--- src/rtl/multicycle_control_pkg.sv ---
// Shared encodings for the multicycle MIPS main control FSM: states, opcodes,
// ALU operation classes and datapath mux selects, plus the decoded control word.
package multicycle_control_pkg;

    localparam logic [3:0] ST_FETCH     = 4'd0;
    localparam logic [3:0] ST_DECODE    = 4'd1;
    localparam logic [3:0] ST_R_EXEC    = 4'd2;
    localparam logic [3:0] ST_R_WB      = 4'd3;
    localparam logic [3:0] ST_I_EXEC    = 4'd4;
    localparam logic [3:0] ST_I_WB      = 4'd5;
    localparam logic [3:0] ST_MEM_ADDR  = 4'd6;
    localparam logic [3:0] ST_MEM_READ  = 4'd7;
    localparam logic [3:0] ST_MEM_WB    = 4'd8;
    localparam logic [3:0] ST_MEM_WRITE = 4'd9;
    localparam logic [3:0] ST_BRANCH    = 4'd10;
    localparam logic [3:0] ST_JUMP      = 4'd11;
    localparam logic [3:0] ST_HALT      = 4'd12;

    localparam logic [5:0] OP_RTYPE = 6'b000000;
    localparam logic [5:0] OP_ADDI  = 6'b001000;
    localparam logic [5:0] OP_ORI   = 6'b001101;
    localparam logic [5:0] OP_BEQ   = 6'b000100;
    localparam logic [5:0] OP_BNE   = 6'b000101;
    localparam logic [5:0] OP_LW    = 6'b100011;
    localparam logic [5:0] OP_SW    = 6'b101011;
    localparam logic [5:0] OP_J     = 6'b000010;

    // ALU operation classes, decoded further by the ALU control unit
    localparam logic [2:0] ALU_FUNCT = 3'b111;
    localparam logic [2:0] ALU_ADD   = 3'b100;
    localparam logic [2:0] ALU_OR    = 3'b101;
    localparam logic [2:0] ALU_SUB   = 3'b110;

    localparam logic [1:0] SRCB_B       = 2'b00;
    localparam logic [1:0] SRCB_FOUR    = 2'b01;
    localparam logic [1:0] SRCB_IMM     = 2'b10;
    localparam logic [1:0] SRCB_IMM_SH2 = 2'b11;

    localparam logic [1:0] PCSRC_ALU    = 2'b00;
    localparam logic [1:0] PCSRC_ALUOUT = 2'b01;
    localparam logic [1:0] PCSRC_JUMP   = 2'b10;

    typedef struct packed {
        logic       pc_write;
        logic       pc_write_cond;
        logic       branch_ne;
        logic       i_or_d;
        logic       mem_read;
        logic       mem_write;
        logic       ir_write;
        logic       mem_to_reg;
        logic       reg_dst;
        logic       reg_write;
        logic       zero_ext;
        logic       alu_src_a;
        logic [1:0] alu_src_b;
        logic [2:0] alu_op;
        logic [1:0] pc_source;
    } ctrl_t;

endpackage

--- src/rtl/multicycle_control_if.sv ---
// Bundle between the main control FSM and the datapath: opcode/memory handshake
// in, control strobes, mux selects and status out.
interface multicycle_control_if;

    logic [5:0] opcode;
    logic       mem_ready;
    logic       pc_write;
    logic       pc_write_cond;
    logic       branch_ne;
    logic       i_or_d;
    logic       mem_read;
    logic       mem_write;
    logic       ir_write;
    logic       mem_to_reg;
    logic       reg_dst;
    logic       reg_write;
    logic       zero_ext;
    logic       alu_src_a;
    logic [1:0] alu_src_b;
    logic [2:0] alu_op;
    logic [1:0] pc_source;
    logic       illegal_op;
    logic       mem_timeout;
    logic [3:0] state_o;

    modport slave (
        input  opcode, mem_ready,
        output pc_write, pc_write_cond, branch_ne, i_or_d, mem_read, mem_write,
               ir_write, mem_to_reg, reg_dst, reg_write, zero_ext, alu_src_a,
               alu_src_b, alu_op, pc_source, illegal_op, mem_timeout, state_o
    );

    modport master (
        output opcode, mem_ready,
        input  pc_write, pc_write_cond, branch_ne, i_or_d, mem_read, mem_write,
               ir_write, mem_to_reg, reg_dst, reg_write, zero_ext, alu_src_a,
               alu_src_b, alu_op, pc_source, illegal_op, mem_timeout, state_o
    );

endinterface

--- src/rtl/multicycle_control_outputs.sv ---
// Pure decoder from FSM state (plus opcode and the fetch handshake) to the
// datapath control word.
module multicycle_control_outputs
    import multicycle_control_pkg::*;
(
    input  logic [3:0] i_state,
    input  logic [5:0] i_opcode,
    input  logic       i_mem_ready,
    output ctrl_t      o_ctrl
);

    logic w_is_ori;
    assign w_is_ori = (i_opcode == OP_ORI);

    // Control word per state; anything not listed stays deasserted.
    always_comb begin
        o_ctrl = '0;
        case (i_state)
            ST_FETCH: begin
                o_ctrl.mem_read  = 1'b1;
                o_ctrl.ir_write  = 1'b1;
                o_ctrl.alu_src_b = SRCB_FOUR;
                o_ctrl.alu_op    = ALU_ADD;
                o_ctrl.pc_source = PCSRC_ALU;
                o_ctrl.pc_write  = i_mem_ready;
            end
            ST_DECODE: begin
                o_ctrl.alu_src_a = 1'b0;
                o_ctrl.alu_src_b = SRCB_IMM_SH2;
                o_ctrl.alu_op    = ALU_ADD;
            end
            ST_R_EXEC: begin
                o_ctrl.alu_src_a = 1'b1;
                o_ctrl.alu_src_b = SRCB_B;
                o_ctrl.alu_op    = ALU_FUNCT;
            end
            ST_R_WB: begin
                o_ctrl.reg_dst   = 1'b1;
                o_ctrl.reg_write = 1'b1;
            end
            ST_I_EXEC: begin
                o_ctrl.alu_src_a = 1'b1;
                o_ctrl.alu_src_b = SRCB_IMM;
                o_ctrl.alu_op    = w_is_ori ? ALU_OR : ALU_ADD;
                o_ctrl.zero_ext  = w_is_ori;
            end
            ST_I_WB: begin
                o_ctrl.reg_dst   = 1'b0;
                o_ctrl.reg_write = 1'b1;
                o_ctrl.zero_ext  = w_is_ori;
            end
            ST_MEM_ADDR: begin
                o_ctrl.alu_src_a = 1'b1;
                o_ctrl.alu_src_b = SRCB_IMM;
                o_ctrl.alu_op    = ALU_ADD;
            end
            ST_MEM_READ: begin
                o_ctrl.i_or_d   = 1'b1;
                o_ctrl.mem_read = 1'b1;
            end
            ST_MEM_WB: begin
                o_ctrl.mem_to_reg = 1'b1;
                o_ctrl.reg_dst    = 1'b0;
                o_ctrl.reg_write  = 1'b1;
            end
            ST_MEM_WRITE: begin
                o_ctrl.i_or_d    = 1'b1;
                o_ctrl.mem_write = 1'b1;
            end
            ST_BRANCH: begin
                o_ctrl.alu_src_a     = 1'b1;
                o_ctrl.alu_src_b     = SRCB_B;
                o_ctrl.alu_op        = ALU_SUB;
                o_ctrl.pc_write_cond = 1'b1;
                o_ctrl.pc_source     = PCSRC_ALUOUT;
                o_ctrl.branch_ne     = (i_opcode == OP_BNE);
            end
            ST_JUMP: begin
                o_ctrl.pc_write  = 1'b1;
                o_ctrl.pc_source = PCSRC_JUMP;
            end
            default: begin
                o_ctrl = '0;
            end
        endcase
    end

endmodule

--- src/rtl/multicycle_control.sv ---
// Main control FSM for the multicycle MIPS datapath: state register, next-state
// logic, memory wait counter with timeout, and sticky error flags.
module multicycle_control
    import multicycle_control_pkg::*;
#(
    parameter int MEM_TIMEOUT = 16,
    parameter int CNT_W       = 5
) (
    input  logic                 clk,
    input  logic                 reset,
    multicycle_control_if.slave  bus
);

    localparam bit              TO_EN    = (MEM_TIMEOUT != 0);
    localparam logic [CNT_W-1:0] CNT_LAST = CNT_W'((MEM_TIMEOUT == 0) ? 0 : MEM_TIMEOUT - 1);

    logic [3:0]       r_state;
    logic [3:0]       w_next;
    logic [CNT_W-1:0] r_cnt;
    logic             r_illegal;
    logic             r_timeout;
    logic             w_waiting;
    logic             w_expire;
    ctrl_t            w_ctrl;

    assign w_waiting = (r_state == ST_FETCH) || (r_state == ST_MEM_READ) ||
                       (r_state == ST_MEM_WRITE);
    // Timeout fires on the last allowed wait cycle; a same-cycle mem_ready wins.
    assign w_expire  = TO_EN && w_waiting && !bus.mem_ready && (r_cnt == CNT_LAST);

    // Next-state selection.
    always_comb begin
        w_next = r_state;
        case (r_state)
            ST_FETCH: begin
                if (bus.mem_ready)   w_next = ST_DECODE;
                else if (w_expire)   w_next = ST_HALT;
                else                 w_next = ST_FETCH;
            end
            ST_DECODE: begin
                case (bus.opcode)
                    OP_RTYPE:        w_next = ST_R_EXEC;
                    OP_ADDI, OP_ORI: w_next = ST_I_EXEC;
                    OP_LW, OP_SW:    w_next = ST_MEM_ADDR;
                    OP_BEQ, OP_BNE:  w_next = ST_BRANCH;
                    OP_J:            w_next = ST_JUMP;
                    default:         w_next = ST_HALT;
                endcase
            end
            ST_R_EXEC:   w_next = ST_R_WB;
            ST_R_WB:     w_next = ST_FETCH;
            ST_I_EXEC:   w_next = ST_I_WB;
            ST_I_WB:     w_next = ST_FETCH;
            ST_MEM_ADDR: begin
                if (bus.opcode == OP_LW) w_next = ST_MEM_READ;
                else                     w_next = ST_MEM_WRITE;
            end
            ST_MEM_READ: begin
                if (bus.mem_ready)   w_next = ST_MEM_WB;
                else if (w_expire)   w_next = ST_HALT;
                else                 w_next = ST_MEM_READ;
            end
            ST_MEM_WB:   w_next = ST_FETCH;
            ST_MEM_WRITE: begin
                if (bus.mem_ready)   w_next = ST_FETCH;
                else if (w_expire)   w_next = ST_HALT;
                else                 w_next = ST_MEM_WRITE;
            end
            ST_BRANCH:   w_next = ST_FETCH;
            ST_JUMP:     w_next = ST_FETCH;
            ST_HALT:     w_next = ST_HALT;
            default:     w_next = ST_HALT;
        endcase
    end

    // State register.
    always_ff @(posedge clk or negedge reset) begin
        if (!reset) r_state <= ST_FETCH;
        else        r_state <= w_next;
    end

    // Wait counter: cleared on any state change, so it starts at zero in every waiting state.
    always_ff @(posedge clk or negedge reset) begin
        if (!reset)                          r_cnt <= '0;
        else if (w_next != r_state)          r_cnt <= '0;
        else if (w_waiting && !bus.mem_ready) r_cnt <= r_cnt + CNT_W'(1);
        else                                 r_cnt <= r_cnt;
    end

    // Sticky error flags, cleared only by reset.
    always_ff @(posedge clk or negedge reset) begin
        if (!reset) begin
            r_illegal <= 1'b0;
            r_timeout <= 1'b0;
        end else begin
            if ((r_state == ST_DECODE) && (w_next == ST_HALT)) r_illegal <= 1'b1;
            else                                               r_illegal <= r_illegal;
            if (w_expire) r_timeout <= 1'b1;
            else          r_timeout <= r_timeout;
        end
    end

    multicycle_control_outputs u_outputs (
        .i_state     (r_state),
        .i_opcode    (bus.opcode),
        .i_mem_ready (bus.mem_ready),
        .o_ctrl      (w_ctrl)
    );

    assign bus.pc_write      = w_ctrl.pc_write;
    assign bus.pc_write_cond = w_ctrl.pc_write_cond;
    assign bus.branch_ne     = w_ctrl.branch_ne;
    assign bus.i_or_d        = w_ctrl.i_or_d;
    assign bus.mem_read      = w_ctrl.mem_read;
    assign bus.mem_write     = w_ctrl.mem_write;
    assign bus.ir_write      = w_ctrl.ir_write;
    assign bus.mem_to_reg    = w_ctrl.mem_to_reg;
    assign bus.reg_dst       = w_ctrl.reg_dst;
    assign bus.reg_write     = w_ctrl.reg_write;
    assign bus.zero_ext      = w_ctrl.zero_ext;
    assign bus.alu_src_a     = w_ctrl.alu_src_a;
    assign bus.alu_src_b     = w_ctrl.alu_src_b;
    assign bus.alu_op        = w_ctrl.alu_op;
    assign bus.pc_source     = w_ctrl.pc_source;
    assign bus.illegal_op    = r_illegal;
    assign bus.mem_timeout   = r_timeout;
    assign bus.state_o       = r_state;

endmodule

--- src/flat_wrapper.sv ---
// flat-port wrapper written by rule: the top's interface ports become plain ports
module multicycle_control_flat import multicycle_control_pkg::*;
#(
    parameter int MEM_TIMEOUT = 16,
    parameter int CNT_W       = 5
)
  (clk, reset, bus_opcode, bus_mem_ready, bus_pc_write, bus_pc_write_cond, bus_branch_ne, bus_i_or_d, bus_mem_read, bus_mem_write, bus_ir_write, bus_mem_to_reg, bus_reg_dst, bus_reg_write, bus_zero_ext, bus_alu_src_a, bus_alu_src_b, bus_alu_op, bus_pc_source, bus_illegal_op, bus_mem_timeout, bus_state_o);
  multicycle_control_if bus_i ();
  input  logic clk;
  input  logic reset;
  input wire logic [$bits(bus_i.opcode)-1:0] bus_opcode;
  input wire logic [$bits(bus_i.mem_ready)-1:0] bus_mem_ready;
  output wire logic [$bits(bus_i.pc_write)-1:0] bus_pc_write;
  output wire logic [$bits(bus_i.pc_write_cond)-1:0] bus_pc_write_cond;
  output wire logic [$bits(bus_i.branch_ne)-1:0] bus_branch_ne;
  output wire logic [$bits(bus_i.i_or_d)-1:0] bus_i_or_d;
  output wire logic [$bits(bus_i.mem_read)-1:0] bus_mem_read;
  output wire logic [$bits(bus_i.mem_write)-1:0] bus_mem_write;
  output wire logic [$bits(bus_i.ir_write)-1:0] bus_ir_write;
  output wire logic [$bits(bus_i.mem_to_reg)-1:0] bus_mem_to_reg;
  output wire logic [$bits(bus_i.reg_dst)-1:0] bus_reg_dst;
  output wire logic [$bits(bus_i.reg_write)-1:0] bus_reg_write;
  output wire logic [$bits(bus_i.zero_ext)-1:0] bus_zero_ext;
  output wire logic [$bits(bus_i.alu_src_a)-1:0] bus_alu_src_a;
  output wire logic [$bits(bus_i.alu_src_b)-1:0] bus_alu_src_b;
  output wire logic [$bits(bus_i.alu_op)-1:0] bus_alu_op;
  output wire logic [$bits(bus_i.pc_source)-1:0] bus_pc_source;
  output wire logic [$bits(bus_i.illegal_op)-1:0] bus_illegal_op;
  output wire logic [$bits(bus_i.mem_timeout)-1:0] bus_mem_timeout;
  output wire logic [$bits(bus_i.state_o)-1:0] bus_state_o;
  assign bus_i.opcode = bus_opcode;
  assign bus_i.mem_ready = bus_mem_ready;
  assign bus_pc_write = bus_i.pc_write;
  assign bus_pc_write_cond = bus_i.pc_write_cond;
  assign bus_branch_ne = bus_i.branch_ne;
  assign bus_i_or_d = bus_i.i_or_d;
  assign bus_mem_read = bus_i.mem_read;
  assign bus_mem_write = bus_i.mem_write;
  assign bus_ir_write = bus_i.ir_write;
  assign bus_mem_to_reg = bus_i.mem_to_reg;
  assign bus_reg_dst = bus_i.reg_dst;
  assign bus_reg_write = bus_i.reg_write;
  assign bus_zero_ext = bus_i.zero_ext;
  assign bus_alu_src_a = bus_i.alu_src_a;
  assign bus_alu_src_b = bus_i.alu_src_b;
  assign bus_alu_op = bus_i.alu_op;
  assign bus_pc_source = bus_i.pc_source;
  assign bus_illegal_op = bus_i.illegal_op;
  assign bus_mem_timeout = bus_i.mem_timeout;
  assign bus_state_o = bus_i.state_o;
  multicycle_control #(.MEM_TIMEOUT(MEM_TIMEOUT), .CNT_W(CNT_W)) u_core (.clk(clk), .reset(reset), .bus(bus_i));
endmodule
--- config.mk ---
export PLATFORM = sky130hd
export DESIGN_NAME = multicycle_control_flat
export DESIGN_NICKNAME = d
export VERILOG_FILES = /design/src/rtl/multicycle_control_pkg.sv /design/src/rtl/multicycle_control_if.sv /design/src/rtl/multicycle_control_outputs.sv /design/src/rtl/multicycle_control.sv /design/src/flat_wrapper.sv
export SDC_FILE = /design/constraint.sdc
export NUM_CORES = 1
export LEC_CHECK = 0
export BUFFER_PORTS_ARGS = -buffer_cell sky130_fd_sc_hd__buf_2
export CORE_MARGIN = 2
export CORE_UTILIZATION = 30
export DETAILED_ROUTE_END_ITERATION = 7
export SETUP_SLACK_MARGIN = 0.2
export SLEW_MARGIN = 10
export SYNTH_ARGS = -nofsm -noshare
export SYNTH_HDL_FRONTEND = slang
export SYNTH_SLANG_ARGS = --single-unit
--- constraint.sdc ---
create_clock -name clk -period 3.88 [get_ports clk]
set_input_delay 0.582 -clock clk [delete_from_list [all_inputs] [get_ports clk]]
set_output_delay 0.582 -clock clk [all_outputs]
set_load 0.05 [all_outputs]
### Word-level counts from Yosys, hierarchy flattened

Index checks and enable logic that the tools add are counted.

| cells by class | value |
|---|---|
| add/sub/neg operators | 1 |
| muxes and demuxes | 24 |
| eq/ne operators | 21 |
| reduce and logical (&&, ||, !) cells | 18 |

Operators with widths:

| operator | number |
|---|---|
| $pmux W4 S8 | 1 |
| $pmux W5 S6 | 1 |
| $mux W4 | 6 |
| $eq A4 B4 Y1 const B | 5 |
| $pmux W4 S5 | 1 |
| $eq A4 B3 Y1 const B | 4 |
| $reduce_or A2 Y1 | 7 |
| $eq A6 B3 Y1 const B | 2 |
| $eq A6 B4 Y1 const B | 2 |
| $eq A6 B6 Y1 const B | 2 |
| $mux W5 | 2 |
| $eq A4 B2 Y1 const B | 2 |
| $mux W1 | 8 |
| $pmux W2 S2 | 2 |
| $eq A6 B2 Y1 const B | 1 |
| $logic_not A6 Y1 | 1 |
| $add A5 B1 Y5 const B | 1 |
| $eq A5 B4 Y1 const B | 1 |
| $reduce_or A5 Y1 | 1 |
| $eq A4 B1 Y1 const B | 1 |
| $logic_not A4 Y1 | 1 |
| $ne A4 B4 Y1 | 1 |
| $reduce_or A4 Y1 | 1 |
| $logic_and A1 B1 Y1 | 3 |
| 6 further kinds | 7 |

| word-level totals | value |
|---|---|
| output and inout port bits | 25 |
| word-level logic and storage cells | 68 |
| input port bits | 9 |
| register bits after elaboration | 11 |

### Depth between registers and ports, before layout

| depth | value |
|---|---|
| depth in word-level cells | 10 |
| mapped depth | 8 |
| mapped depth without buffers | 8 |

### Cells and area by module

From an unflattened synthesis, not the netlist that was laid out.

| unflattened totals | value |
|---|---|
| cells, all modules | 135 |
| area, all modules | 1,133.6 µm² |

By module, submodules not included:

| module | instances | area an instance (µm²) | seq. area each (µm²) | cells each |
|---|---|---|---|---|
| multicycle_control | 1 | 867.1 | 275.3 | 95 |
| multicycle_control_outputs | 1 | 266.5 | 0.0 | 40 |

### Worst setup path before layout

Ideal clock, no wire load.

| timing path | value |
|---|---|
| kind | reg-to-output |
| from | register u_core.r_state[1] (netlist: u_core.bus.state_o[1]) |
| to | output bus_alu_op[2] |
| cell stages (with the launch flop) | 6 |
| setup slack | 487 ps |
| data required time | 3,298 ps |
| arrival time | 2,811 ps |
| buffers on the path | 2 |
| path through | dfrtp_1 > buf_2 > buf_2 > nor2_2 > a211oi_1 > or2_2 |

| between the ends | value |
|---|---|
| longest elaborated chain between the ends | 2 |
| elaborated cells on any way between the ends | 7 |
| classes of those cells | 5 x eq/ne; 1 x mux; 1 x reduce/logical |

Ends and longest elaborated chain:

| item | line | RTL |
|---|---|---|
| start: declaration | multicycle_control.sv:17 | `logic [3:0] r_state;` |
| start signal: assignment | multicycle_control.sv:79 | `else r_state <= w_next;` |
| $eq A4 B4 Y1 (tied with other cells) | multicycle_control_outputs.sv:18 | `case (i_state)` |
| $pmux W5 S6 * | multicycle_control_outputs.sv:18 |  |
| end: declaration | flat_wrapper.sv:26 | `output wire logic [$bits(bus_i.alu_op)-1:0] bus_alu_op;` |

Every way passes the cells marked *; elsewhere a longest branch is shown, timed or not.

### Worst setup path after layout

| timing path | value |
|---|---|
| from | input bus_opcode[1] |
| to | output bus_alu_op[0] |

| between the ends | value |
|---|---|
| longest elaborated chain between the ends | 3 |

Ends and longest elaborated chain:

| item | line | RTL |
|---|---|---|
| start: declaration | flat_wrapper.sv:11 | `input wire logic [$bits(bus_i.opcode)-1:0] bus_opcode;` |
| $eq A6 B4 Y1 | multicycle_control_outputs.sv:13 | `assign w_is_ori = (i_opcode == OP_ORI);` |
| $mux W1 | multicycle_control_outputs.sv:44 | `o_ctrl.alu_op = w_is_ori ? ALU_OR : ALU_ADD;` |
| $pmux W5 S6 | multicycle_control_outputs.sv:18 |  |

No other way between the ends.

==> impl_results.md <==
* Clock share of power at under 10%
* Slew Viols, Final at 0
* Area Overhead vs Synth at 18.3%
* Smallest setup slack after layout at roughly 1.0 ns
* Mapped Cells at approximately 140
* Largest net degree at the start of global routing at 32
* Highest Clock Rate at around 350 MHz
* Syn Nets at ~150
* Final Hold Vio Count at 0
* Post-synthesis sequential area ratio at between 20% and 30%
* Die area at 4020 sq um
* Share of cells above drive strength 1 at around 28%
* Max cap viols at 0
* P_leak at between 0.0005 and 0.0006 uW
* Hold_buf cts at 0
* Placed cells at between 200 and 250
* Final worst path period need at about 2.9 ns
* Vias in the first global route at ~1000
* First-pass DRT Iterations at 5
* Worst Path Required at ~3.3 ns
* Synth Area per Inst at ~7.7 sq um
* Post-synthesis register bit count at 11
* Worst vdd ir at 0.269 mV
* Resized Gates After CTS at 0
* TritonCTS Buffers at 3
* Via-to-Cell Ratio at between 5 and 6
* RSZ-0062 raised after global routing: no
* Clock transition at path regs at ~0.060 ns
* I/O Buffers at 33
* Flop pwr share at roughly a quarter
* GPL Wtd Cong at 0.805
* Internal at between 300 and 400 uW
* WS Path Type: input port to output pin
* Antenna violations before repair at 0
* Root Buffer: clkbuf_4
* Element type at the critical path start: input port
* Critical Path End Type: output pin
* R2R setup slack at ~1.4 ns
* Yosys warns at 0
* Mapped Area at between 1000 and 1500 sq um
* Final non-filler cell total at approximately 210
* Setup_tns at 0 ns
* Ports at 34
* Via count at ~1100
* Global-route wire length before repair at 4.55 mm
* Pre-CTS WS at 1.02 ns
* Final Util at a little under two fifths
* Die Y at around 63 um
* Iter 0 DRT Violations at 96
* Switch share at 64.2%
* Worst hold path type: input port to asynchronous set/reset pin
* DRC Markers at 0
* Initial Util at about a third
* CTS tree: built
* Clock skew at roughly 0.00051 ns
* Relative slew slack at around two fifths
* Primary FF master, synth: dfrtp_1
* Pwr Density at between 800 and 900 nW/um^2
* Clk Latency, worst-skew pair at between 0.2 and 0.3 ns
* Pwr Total at ~1000 uW
* Setup bufs post-CTS at 0
* Worst-path fanout max at 6
* GRT Overall Usage at 14.0%
* Final period util at roughly 74%
* Post-synth EDFFs at 0
* Worst EP arrival at approximately 2.3 ns
* DRT antenna net count at 0
* Worst slew pin tran at a little under 0.9 ns
* Core area at about 3400 sq um
* Async S/R FF share, synth at 100%
* # rows at 21
* Nets at 175
* Outcome: complete, no violations
* TritonCTS Sinks at 11
* Grt ovf at 0
* Net Switching at about 670 uW
* DPL Wire Length at slightly below 2 mm
* H-tree depth at 1
* Final setup fails at 0
* Maximum root-to-sink buffer count at 2
* Yosys cell types at 47
* Die X at 63.4 um
* # diodes at 0
* WL per Instance at around 13 um
* Wire length after detailed routing at 2.76 mm
* Comb pwr share at between 60% and 70%
[metal layers]
layer | track usage [%] | wire, um | part of all wire, %
met1 | 19.2 | 1340 | 49
met2 | 21.3 | 1240 | 45
met3 | 1.61 | 137 | 5.0
met4 | 7.61 | 45 | 1.6
met5 | 0 | 0 | 0
[cells by family (layout without fill, tap and decap cells)]
logic type | count (synthesis) | count (layout) | share of synthesized area (%)
muxes | 3 | 3 | 2.96
adders and majority gates | 2 | 2 | 2.36
buffers and inverters | 15 | 40 | 6.26
DFF | 11 | 11 | 26.0
xor gates and xnor gates | 4 | 4 | 3.31
AOI/OAI and AO/OA | 31 | 31 | 22.3
and+or+nand+nor | 72 | 72 | 36.8
[placed cells by master, fill, tap and decap left out, types with 4 or more instances in the layout]
| cell type | n |
|---|---|
| nand2_1 | 10 |
| dfrtp_1 | 11 |
| nand2b_1 | 4 |
| a21oi_1 | 7 |
| buf_2 | 33 |
| nor3_1 | 12 |
| nor2_1 | 17 |
| nand3_1 | 5 |
| xnor2_1 | 4 |
[path summary, 6_finish.rpt]
kind,startpoint,end,cells past startpoint
worst min register to register,u_core.bus.mem_timeout,u_core.bus.mem_timeout,1
max in group asynchronous,reset,u_core.bus.state_o[3],1
worst max register to register,u_core.bus.state_o[2],u_core.r_cnt[4],5
worst min-delay path,reset,u_core.r_cnt[1],1
worst max-delay path,bus_opcode[1],bus_alu_op[0],7
min in group clk,u_core.bus.mem_timeout,u_core.bus.mem_timeout,1
[cells in the mapped netlist, types with 2 or more instances]
cell | number | area [sq um]
nor2_1 | 17 | 63.8
nor3_1 | 12 | 60.1
dfrtp_1 | 11 | 275
nand2_1 | 10 | 37.5
a21oi_1 | 7 | 35.0
buf_2 | 5 | 25.0
nand3_1 | 5 | 25.0
nand2b_1 | 4 | 25.0
xnor2_1 | 4 | 35.0
buf_1 | 3 | 11.3
clkbuf_1 | 3 | 11.3
inv_1 | 3 | 11.3
nor2b_1 | 3 | 18.8
nor3b_1 | 3 | 22.5
nor4_1 | 3 | 18.8
o21ai_0 | 3 | 15.0
o311ai_1 | 3 | 26.3
o31ai_1 | 3 | 22.5
a21o_1 | 2 | 15.0
ha_1 | 2 | 25.0
mux2i_1 | 2 | 20.0
nand4b_1 | 2 | 17.5
nor3_2 | 2 | 20.0
o21bai_1 | 2 | 15.0
or3_1 | 2 | 12.5
[power groups by stage]
| stage | logic (uW) | clock network [uW] | registers [uW] |
|---|---|---|---|
| finish | 708 | 75.2 | 261 |
| global route | 758 | 82.9 | 273 |
| CTS | 713 | 79.4 | 259 |
| detailed placement | 711 | 0 | 262 |
| global placement | 704 | 0 | 256 |
| floorplan | 589 | 0 | 235 |
[area by class of cell]
class	count	area, sq um
well taps	46	57.6
multi-input cells	112	717
clock buffers	4	26.3
flip-flops and latches	11	275
fillers	387	2110
inverters	3	11.3
repair buffers	33	165
[registers in the layout, summed over array words and instances, names as in the netlist]
signal	flops
u_core.bus.mem_timeout	1
u_core.r_cnt	5
u_core.bus.illegal_op	1
u_core.bus.state_o	4
[critical path, cell delays in order]
cell and delay [ns]:
buf_2 0.13, nand3b_1 0.17, or4b_1 0.50, or2_1 0.24
mux2_2 0.27, nor3_2 0.10, buf_2 0.29
[through the flow]
step	area (sq um)	hold WS (ns)
floorplan	1060	0.286
global placement	1230	0.441
detailed placement	1230	0.449
CTS	1250	0.168
global route	1250	0.178
finish	1250	0.172
No activity file was read; power rests on OpenSTA's default activity.
